**src/rtl/result_writeback.sv**
```systemverilog
// Result writeback: buffers 6x6 PE result tiles from two ports and writes them
// row by row into accumulator memory, either overwriting or saturating-accumulating.
module result_writeback #(
  parameter int FIFO_DEPTH = 2,
  parameter int ACC_W      = 16
) (
  input  logic                          clk,
  input  logic                          reset,
  input  logic                          acc_clear_i,
  input  logic signed [5:0][5:0][11:0]  res0_tile_i,
  input  logic        [7:0]             res0_addr_i,
  input  logic                          res0_valid_i,
  input  logic signed [5:0][5:0][11:0]  res1_tile_i,
  input  logic        [7:0]             res1_addr_i,
  input  logic                          res1_valid_i,
  output logic        [10:0]            mem_addr_o,
  output logic                          mem_ren_o,
  input  logic        [6*ACC_W-1:0]     mem_rdata_i,
  output logic                          mem_wen_o,
  output logic        [6*ACC_W-1:0]     mem_wdata_o,
  output logic                          busy_o,
  output logic                          overflow_o,
  output logic        [15:0]            tile_count_o
);

  localparam int PW = (FIFO_DEPTH > 1) ? $clog2(FIFO_DEPTH) : 1;
  localparam int CW = $clog2(FIFO_DEPTH + 1);

  typedef struct packed {
    logic [5:0][5:0][11:0] tile;
    logic [7:0]            addr;
    logic                  clr;
  } entry_t;

  typedef enum logic [1:0] {IDLE, READ, WRITE} state_e;

  function automatic logic [PW-1:0] ptr_inc(input logic [PW-1:0] p);
    return (p == PW'(FIFO_DEPTH - 1)) ? '0 : p + PW'(1);
  endfunction

  entry_t                fifo_mem [2][FIFO_DEPTH];
  entry_t [1:0]          in_entry;
  entry_t [1:0]          head;
  entry_t                cur;
  logic   [1:0]          valid, push, full, empty, pop_p;
  logic   [1:0][PW-1:0]  wr_ptr_q, wr_ptr_d, rd_ptr_q, rd_ptr_d;
  logic   [1:0][CW-1:0]  cnt_q, cnt_d;
  logic                  overflow_q, overflow_d;

  state_e                state_q, state_d;
  logic   [2:0]          row_q, row_d;
  logic                  sel_q, sel_d, prio_q, prio_d, pick, pop;
  logic   [10:0]         addr_q, addr_d;
  logic                  ren_q, ren_d, wen_q, wen_d;
  logic   [15:0]         count_q, count_d;

  assign valid       = {res1_valid_i, res0_valid_i};
  assign in_entry[0] = {res0_tile_i, res0_addr_i, acc_clear_i};
  assign in_entry[1] = {res1_tile_i, res1_addr_i, acc_clear_i};

  always_comb begin
    for (int p = 0; p < 2; p++) begin
      empty[p] = (cnt_q[p] == '0);
      head[p]  = fifo_mem[p][rd_ptr_q[p]];
    end
    cur = head[sel_q];
  end

  // Fullness uses the pre-pop count, so a same-cycle pop never makes room for a push.
  always_comb begin
    overflow_d = overflow_q;
    for (int p = 0; p < 2; p++) begin
      full[p]     = (cnt_q[p] == CW'(FIFO_DEPTH));
      push[p]     = valid[p] && !full[p];
      pop_p[p]    = pop && (sel_q == 1'(p));
      if (valid[p] && full[p]) overflow_d = 1'b1;
      wr_ptr_d[p] = push[p]  ? ptr_inc(wr_ptr_q[p]) : wr_ptr_q[p];
      rd_ptr_d[p] = pop_p[p] ? ptr_inc(rd_ptr_q[p]) : rd_ptr_q[p];
      cnt_d[p]    = cnt_q[p] + CW'(push[p]) - CW'(pop_p[p]);
    end
  end

  // NOTE: payload storage has no reset; the counts and pointers alone define validity.
  always_ff @(posedge clk) begin
    for (int p = 0; p < 2; p++) begin
      if (push[p]) fifo_mem[p][wr_ptr_q[p]] <= in_entry[p];
    end
  end

  always_comb begin
    // NOTE: every comb output gets a default first so no path infers a latch.
    state_d = state_q;
    row_d   = row_q;
    sel_d   = sel_q;
    prio_d  = prio_q;
    addr_d  = addr_q;
    count_d = count_q;
    ren_d   = 1'b0;
    wen_d   = 1'b0;
    pop     = 1'b0;
    pick    = empty[prio_q] ? ~prio_q : prio_q;
    case (state_q)
      IDLE: begin
        if (!(&empty)) begin
          sel_d  = pick;
          row_d  = 3'd0;
          addr_d = {head[pick].addr, 3'd0};
          if (head[pick].clr) begin
            state_d = WRITE;
            wen_d   = 1'b1;
          end else begin
            state_d = READ;
            ren_d   = 1'b1;
          end
        end
      end
      READ: begin
        state_d = WRITE;
        wen_d   = 1'b1;
      end
      WRITE: begin
        if (row_q == 3'd5) begin
          pop     = 1'b1;
          count_d = count_q + 16'd1;
          prio_d  = ~sel_q;
          state_d = IDLE;
        end else begin
          row_d  = row_q + 3'd1;
          addr_d = {cur.addr, row_q + 3'd1};
          if (cur.clr) begin
            state_d = WRITE;
            wen_d   = 1'b1;
          end else begin
            state_d = READ;
            ren_d   = 1'b1;
          end
        end
      end
      default: state_d = IDLE;
    endcase
  end

  // Write data is combinational: read data only arrives during the WRITE cycle itself.
  logic [11:0]      elem;
  logic [ACC_W-1:0] ext, rd_elem;
  logic [ACC_W:0]   sum;

  always_comb begin
    mem_wdata_o = '0;
    elem        = '0;
    ext         = '0;
    rd_elem     = '0;
    sum         = '0;
    if (state_q == WRITE) begin
      for (int c = 0; c < 6; c++) begin
        elem    = cur.tile[row_q][c];
        ext     = {{(ACC_W-12){elem[11]}}, elem};
        rd_elem = mem_rdata_i[c*ACC_W +: ACC_W];
        sum     = {rd_elem[ACC_W-1], rd_elem} + {ext[ACC_W-1], ext};
        if (cur.clr)
          mem_wdata_o[c*ACC_W +: ACC_W] = ext;
        else if (sum[ACC_W] != sum[ACC_W-1])
          mem_wdata_o[c*ACC_W +: ACC_W] = sum[ACC_W] ? {1'b1, {(ACC_W-1){1'b0}}}
                                                     : {1'b0, {(ACC_W-1){1'b1}}};
        else
          mem_wdata_o[c*ACC_W +: ACC_W] = sum[ACC_W-1:0];
      end
    end
  end

  always_ff @(posedge clk or negedge reset) begin
    if (!reset) begin
      state_q    <= IDLE;
      row_q      <= '0;
      sel_q      <= 1'b0;
      prio_q     <= 1'b0;
      addr_q     <= '0;
      ren_q      <= 1'b0;
      wen_q      <= 1'b0;
      count_q    <= '0;
      overflow_q <= 1'b0;
      wr_ptr_q   <= '0;
      rd_ptr_q   <= '0;
      cnt_q      <= '0;
    end else begin
      state_q    <= state_d;
      row_q      <= row_d;
      sel_q      <= sel_d;
      prio_q     <= prio_d;
      addr_q     <= addr_d;
      ren_q      <= ren_d;
      wen_q      <= wen_d;
      count_q    <= count_d;
      overflow_q <= overflow_d;
      wr_ptr_q   <= wr_ptr_d;
      rd_ptr_q   <= rd_ptr_d;
      cnt_q      <= cnt_d;
    end
  end

  assign mem_addr_o   = addr_q;
  assign mem_ren_o    = ren_q;
  assign mem_wen_o    = wen_q;
  assign overflow_o   = overflow_q;
  assign tile_count_o = count_q;
  assign busy_o       = (state_q != IDLE) || !(&empty);

endmodule

```
**config.mk**
```make
export PLATFORM = sky130hd
export DESIGN_NAME = result_writeback
export DESIGN_NICKNAME = d
export VERILOG_FILES = /design/src/rtl/result_writeback.sv
export SDC_FILE = /design/constraint.sdc
export NUM_CORES = 2
export LEC_CHECK = 0
export BUFFER_PORTS_ARGS = -buffer_cell sky130_fd_sc_hd__buf_2
export CAP_MARGIN = 30
export CORE_AREA = 2 2 430 432
export CTS_CLUSTER_SIZE = 12
export DETAILED_ROUTE_END_ITERATION = 16
export DIE_AREA = 0 0 432 434
export PLACE_DENSITY = 0.61
export SLEW_MARGIN = 20
export SYNTH_ARGS = -nofsm -noshare
export SYNTH_HDL_FRONTEND = slang
export SYNTH_SLANG_ARGS = --single-unit
```
**constraint.sdc**
```tcl
create_clock -name clk -period 18.15 [get_ports clk]
set_input_delay 1.815 -clock clk [delete_from_list [all_inputs] [get_ports clk]]
set_output_delay 1.815 -clock clk [all_outputs]
set_load 0.03 [all_outputs]
```
=== After elaboration in Yosys (flattened, before gate mapping) ===
Memory sizes are Yosys's and may differ from the RTL's.
Index checks and enable logic that the tools add are counted.

* Latch bits: 0
* Memories kept: 1
* Input bits: 981
* ROM bits: 0
* Bits in registers: 45
* Logic and storage cells: 155
* Bits in writable memories: 1764

{| class="wikitable"
|+ Memories
! memory !! words !! bits a word !! read ports !! clocked after Yosys merged registers in !! wr ports !! line !! RTL
|-
| fifo_mem || 2 || 882 || 2 || 0 || 2 || 41 || <nowiki>entry_t fifo_mem [2][FIFO_DEPTH];</nowiki>
|}

* Bitwise operators: 7
* $lt $le $gt $ge: 10
* Reduce and logical (&&, ||, !) cells: 22
* Add/sub/neg operators: 16
* Mux-type cells: 71
* $mul: 0
* Divide/modulo/power cells: 0
* Equality and inequality tests: 13
* Shifts and indexed selects: 0

{| class="wikitable"
|+ Operators with widths
! kind !! count
|-
| $mux 441 || 10
|-
| $mux 882 || 2
|-
| $demux 441 s1 || 2
|-
| $mux 16 || 18
|-
| $bmux 72 s3 || 1
|-
| $add 16x12->17 || 6
|-
| $mux 96 || 1
|-
| $mux 72 || 1
|-
| $mux 11 || 2
|-
| $pmux 11 s2 || 1
|-
| $mux 1 || 21
|-
| $mux 9 || 2
|-
| $add 16x1->16 const B || 1
|-
| $ge 2x2->1 const B || 4
|-
| $logic_and 1x1->1 || 8
|-
| $mux 2 || 4
|-
| $not 1->2 || 4
|-
| $eq 2x2->1 const B || 3
|-
| $logic_not 2->1 || 3
|-
| $lt 1x2->1 const B || 3
|-
| $mux 3 || 2
|-
| $ne 1x1->1 || 6
|-
| $pmux 2 s3 || 1
|-
| $pmux 3 s2 || 1
|-
| other kinds (17) || 32
|}

=== Logic depth before layout (Yosys ltp) ===
* Depth after elaboration: 13
* Gate-level depth with buffers: 21
* Mapped depth without buffers: 17

=== Worst setup path before layout ===
Ideal clock, no wire load.

* Path kind: input-to-reg
* From: in res1_valid_i
* To: mem fifo_mem[0][1323] (netlist bit), enable pin
* Setup slack: -3251 ps
* Buffers on the path: 0
* Library setup time: 1254 ps
* Arrival time: 20147 ps
* Data required time: 16896 ps
* Cell stages on the path: 2
* Cell sequence: nand2_1 nor2_1

{| class="wikitable"
|+ RTL lines
! element !! line !! RTL
|-
| start, declared || 15 || <nowiki>input logic res1_valid_i,</nowiki>
|-
| end, declared || 41 ||
|}

=== Worst setup path after layout ===
* From: reg rd_ptr_q[0] (netlist bit)
* To: out mem_wdata_o[12]

* Cells in the longest elaborated chain, start to end: 13
* Elaborated cells on any way between the ends: 14
* Those cells by class: add/sub (1); eq/ne (1); mux (11); bitwise (1)

{| class="wikitable"
|+ Ends and longest elaborated chain
! element !! line !! RTL
|-
| start, declared || 46 || <nowiki>logic [1:0][PW-1:0] wr_ptr_q, wr_ptr_d, rd_ptr_q, rd_ptr_d;</nowiki>
|-
| start signal, assigned || 196 || <nowiki>rd_ptr_q <= rd_ptr_d;</nowiki>
|-
| $not 1->2 (implied by the code) * || 64 || <nowiki>head[p] = fifo_mem[p][rd_ptr_q[p]];</nowiki>
|-
| $mux 441 (implied by the code) * (3 in series) || 64 ||
|-
| $mux 441 (implied by the code) * (2 in series) || 66 || <nowiki>cur = head[sel_q];</nowiki>
|-
| $bmux 72 s3 || 156 || <nowiki>elem = cur.tile[row_q][c];</nowiki>
|-
| $mux 72 || -- ||
|-
| $add 16x12->17 || 159 || <nowiki>sum = {rd_elem[ACC_W-1], rd_elem} + {ext[ACC_W-1], ext};</nowiki>
|-
| $mux 16 or $ne 1x1->1 (tied branches) || 163, 162 ||
|-
| $mux 16 || 162 || <nowiki>else if (sum[ACC_W] != sum[ACC_W-1])</nowiki>
|-
| $mux 16 * || 160 || <nowiki>if (cur.clr)</nowiki>
|-
| $mux 96 * || 154 || <nowiki>if (state_q == WRITE) begin</nowiki>
|-
| end, declared || 20 || <nowiki>output logic [6*ACC_W-1:0] mem_wdata_o,</nowiki>
|}

Mark *: on every way between the ends. The rest lies on a longest branch, timed or not. The select of a mux whose other input is x is not followed.

==> reports/qor.csv <==
stage,metric,value,unit
synthesis,synth_flop_cell,edfxtp_1,
synthesis,ys_ff_latch,1806,
synthesis,yosys_warnings,0,
synthesis,synth_area,74800,um^2
drt,antenna_left,0,
sta,rsz0062_at_grt,false,
placed_design,dpl.hpwl,174,mm
sta,hold_viol_final,0,
floorplanning,die-area,187000,um^2
worst_setup_path,timing.rr.start,cnt_q[1],
worst_setup_path,path_class,flip-flop to output port,
global_routing,grt_max_degree,135,
drt,vias,43300,
worst_hold_path,hp-class,flip-flop to flip-flop,
sta,worst_pin_slew,1.13,ns
power,p_switching,6.92,mW
synthesis,syn_area_per_cell,19.9,um^2
drt,avgViaCountPerCell,5.66,
floorplanning,initial_utilization,41.0,%
clock_network,cts_tree,done,
finish,syn_to_final_growth,19.4,%
global_routing,grt_usage,24.9,%
finish,nFillCells,15300,
drt,dr.pass1.iters,5,
power,clockPowerShare,20.8,%
clock_network,clk_pin_slew,0.06,ns
worst_setup_path,cp-start-kind,flip-flop,
sta,final.setup_skew,0.0358,ns
synthesis,yosysUniqueCellTypes,78,
sta,setup_viol,0,
global_routing,grt_pass1_vias,43100,
clock_network,cts_setup_buffers,0,
power,leakage,31.2,nW
placed_design,port_buffers,1107,
finish,drive_above_1_share,38.7,%
drt,drc,0,
finish,postLayoutCoreUtil,48.9,%
power,pwr-share-seq,34.4,%
clock_network,cts_made_buffers,190,
synthesis,ys_seq_area_share,72.3,%
clock_network,cts_sinks,1806,
worst_setup_path,startpoint,rd_ptr_q[0],
sta,min_period,10.76,ns
power,p_int,10.4,mW
synthesis,syn_inst,3754,
worst_setup_path,end_kind,output port,
clock_network,root_buffer,clkbuf_16,
global_routing,overflow,0,
drt,wirelength,238,mm
placed_design,place.gp.congestion,0.944,
finish,stdcell_area,89300,um^2
worst_setup_path,crit_fanout,72,
global_routing,antenna_found_initial,239,
global_routing,grt_pass1_wl,327,mm
clock_network,cts_hold_buf,0,
flow_run,maxCapViolCount,0,
synthesis,async_flop_share,2.33,%
floorplanning,die_height,434,um
worst_hold_path,min_from,tile_count_o[15],
floorplanning,rows,157,
power,p_sw_share,39.8,%
sta,fmax,92.9,MHz
floorplanning,die_w,432,um
sta,drv_slew,0,
sta,post-route-period-util,59.3,%
power,peakVddDrop,0.144,mV
status,status,"finished, final reports clean",
clock_network,post_cts_resized,0,
clock_network,cts_buffer_depth,3,
drt,drt_iter0_drc,4310,
drt,routedWlPerCell,31.2,um
floorplanning,coreArea,182000,um^2
worst_setup_path,cp.required,16.33,ns
clock_network,clk_latency,0.86,ns
placed_design,post_dp_cell_area,83200,um^2
power,power_density,194,nW/um^2
worst_setup_path,crit_arrival,8.95,ns
floorplanning,num_io_pins,1108,
synthesis,synth_edf_count,1764,
sta,relSlewSlack,25.0,%
clock_network,cts.htree.levels,4,
synthesis,synth_nets,4854,
finish,fin_nets,6062,
sta,timing.setup.tns,0,ns
power,combPwrFrac,44.8,%
-- worst paths after layout --
check,slack (ns),cells after the start,end
worst max-delay path,7.39,17,mem_wdata_o[12]
worst min-delay path,0.47,1,tile_count_o[15]
worst max register to register,13.56,7,fifo_mem[0][840]
worst min register to register,0.47,1,tile_count_o[15]
max in group asynchronous,16.78,2,rd_ptr_q[0]
min in group asynchronous,0.87,1,tile_count_o[12]
-- metrics by stage --
stage               worst slack (ns)  power [mW]  std cells  hold slack, ns
finish                          7.39        17.4       7645           0.469
global route                    6.96        18.2       7556           0.484
floorplan                       4.24        11.6       3754           0.468
global placement                8.32        13.8       7146           0.454
detailed placement              8.22        13.9       7153           0.467
CTS                             7.22        17.5       7480           0.477
-- logic make-up (layout without fill, tap and decap cells) --
kind of cell | after synthesis | count (layout) | share of synthesized area (%)
buf+inv | 203 | 1546 | 1.44
compound gates | 491 | 491 | 4.33
other cells | 0 | 163 | 0
mux | 619 | 619 | 16.3
xor+xnor | 95 | 95 | 1.11
fa+ha+maj | 119 | 119 | 2.05
simple gates | 421 | 421 | 2.48
flops | 1806 | 1806 | 72.3
-- layout by cell type, fill, tap and decap left out, types with 14 or more instances in the layout --
master     instances
o21ai_2           34
o21a_1            30
o22ai_1           16
a21o_1            30
o21ai_0           53
diode_2          163
dfrtp_1           37
xnor2_1           61
clkbuf_1          47
o21ai_1           94
a21oi_1           98
o22a_1            17
nor3_1            15
edfxtp_1        1764
clkbuf_16        191
clkinv_2          17
xor2_1            34
nand3_1           28
clkinv_1          40
mux2i_1          132
o21bai_1          14
nand2_1          175
ha_1             113
buf_2           1107
mux4_2           480
buf_4             59
nor2_1           121
inv_1             37
a211oi_1          24
-- cell usage after synthesis, types with 5 or more instances --
master | n | area, um^2
nand3_1 | 28 | 140
o31ai_1 | 7 | 52.6
xnor2_1 | 61 | 534
o21ai_2 | 33 | 289
o221ai_1 | 6 | 52.6
o22ai_1 | 16 | 100
inv_1 | 38 | 143
a31oi_1 | 7 | 43.8
a211oi_1 | 24 | 180
nand4_1 | 11 | 68.8
mux2_2 | 6 | 67.6
nor3_1 | 15 | 75.1
a21oi_1 | 98 | 490
or2_1 | 5 | 31.3
ha_1 | 113 | 1410
o21bai_1 | 15 | 113
buf_2 | 56 | 280
o211ai_1 | 9 | 67.6
nor2_1 | 124 | 465
o21ai_1 | 95 | 475
a21o_1 | 30 | 225
and3_1 | 9 | 56.3
buf_6 | 17 | 191
edfxtp_1 | 1764 | 53000
o21ai_0 | 53 | 265
mux4_2 | 480 | 10800
o22a_1 | 17 | 149
or2_2 | 5 | 31.3
nand2_1 | 175 | 657
buf_1 | 16 | 60.1
nor2b_1 | 7 | 43.8
fa_1 | 6 | 120
nor4_1 | 8 | 50.1
mux2i_1 | 132 | 1320
dfrtp_1 | 42 | 1050
o21a_1 | 31 | 233
or3_1 | 12 | 75.1
clkbuf_1 | 51 | 191
buf_4 | 21 | 158
nand2b_1 | 8 | 50.1
xor2_1 | 34 | 298
-- power by group through the flow --
stage	clock [mW]	sequential, mW	combinational [mW]
6_report	3.61	5.98	7.77
5_1_grt	3.83	6.05	8.29
4_1_cts	3.67	5.99	7.82
3_5_place_dp	0	6.07	7.79
3_3_place_gp	0	6.03	7.74
2_1_floorplan	0	6.41	5.19
-- metal layers --
metal  GRT usage (%)  part of all wire, %
met5               0                 0.13
met4            13.6                  5.7
met3            4.85                  7.1
met2            40.8                   49
met1            31.3                   38
-- critical path, stage by stage (launching register included) --
cell and delay [ns]:
dfrtp_4 0.99, buf_12 0.59, buf_4 0.72, mux4_2 0.60
mux4_2 0.47, nand2_1 0.10, o21ai_1 0.18, ha_1 0.42
a21oi_1 0.27, o21ai_0 0.16, a2111oi_0 0.69, o31ai_1 0.21
xor2_1 0.19, ha_1 0.79, inv_1 0.23, o21ai_0 0.86
o21a_1 0.29, buf_2 0.21
-- layout make-up --
type / instances / area [um^2] / share of cell area [%]
Antenna cell: 163 / 408 / 0.457
Clock buffer: 241 / 5000 / 5.60
Clock inverter: 86 / 682 / 0.764
Inverter: 38 / 145 / 0.163
Multi-Input combinational cell: 1745 / 19700 / 22.1
Sequential cell: 1806 / 54000 / 60.5
Tap cell: 2385 / 2980 / 3.34
Timing Repair Buffer: 1181 / 6310 / 7.07
-- state kept, by name, indices dropped and copies added, names as in the netlist --
signal,flops
sel_q,1
mem_ren_o,1
mem_addr_o,9
cnt_q,4
mem_wen_o,1
rd_ptr_q,2
prio_q,1
row_q,2
fifo_mem,1764
state_q,2
tile_count_o,16
overflow_o,1
wr_ptr_q,2
No activity file was read; power rests on OpenSTA's default activity.
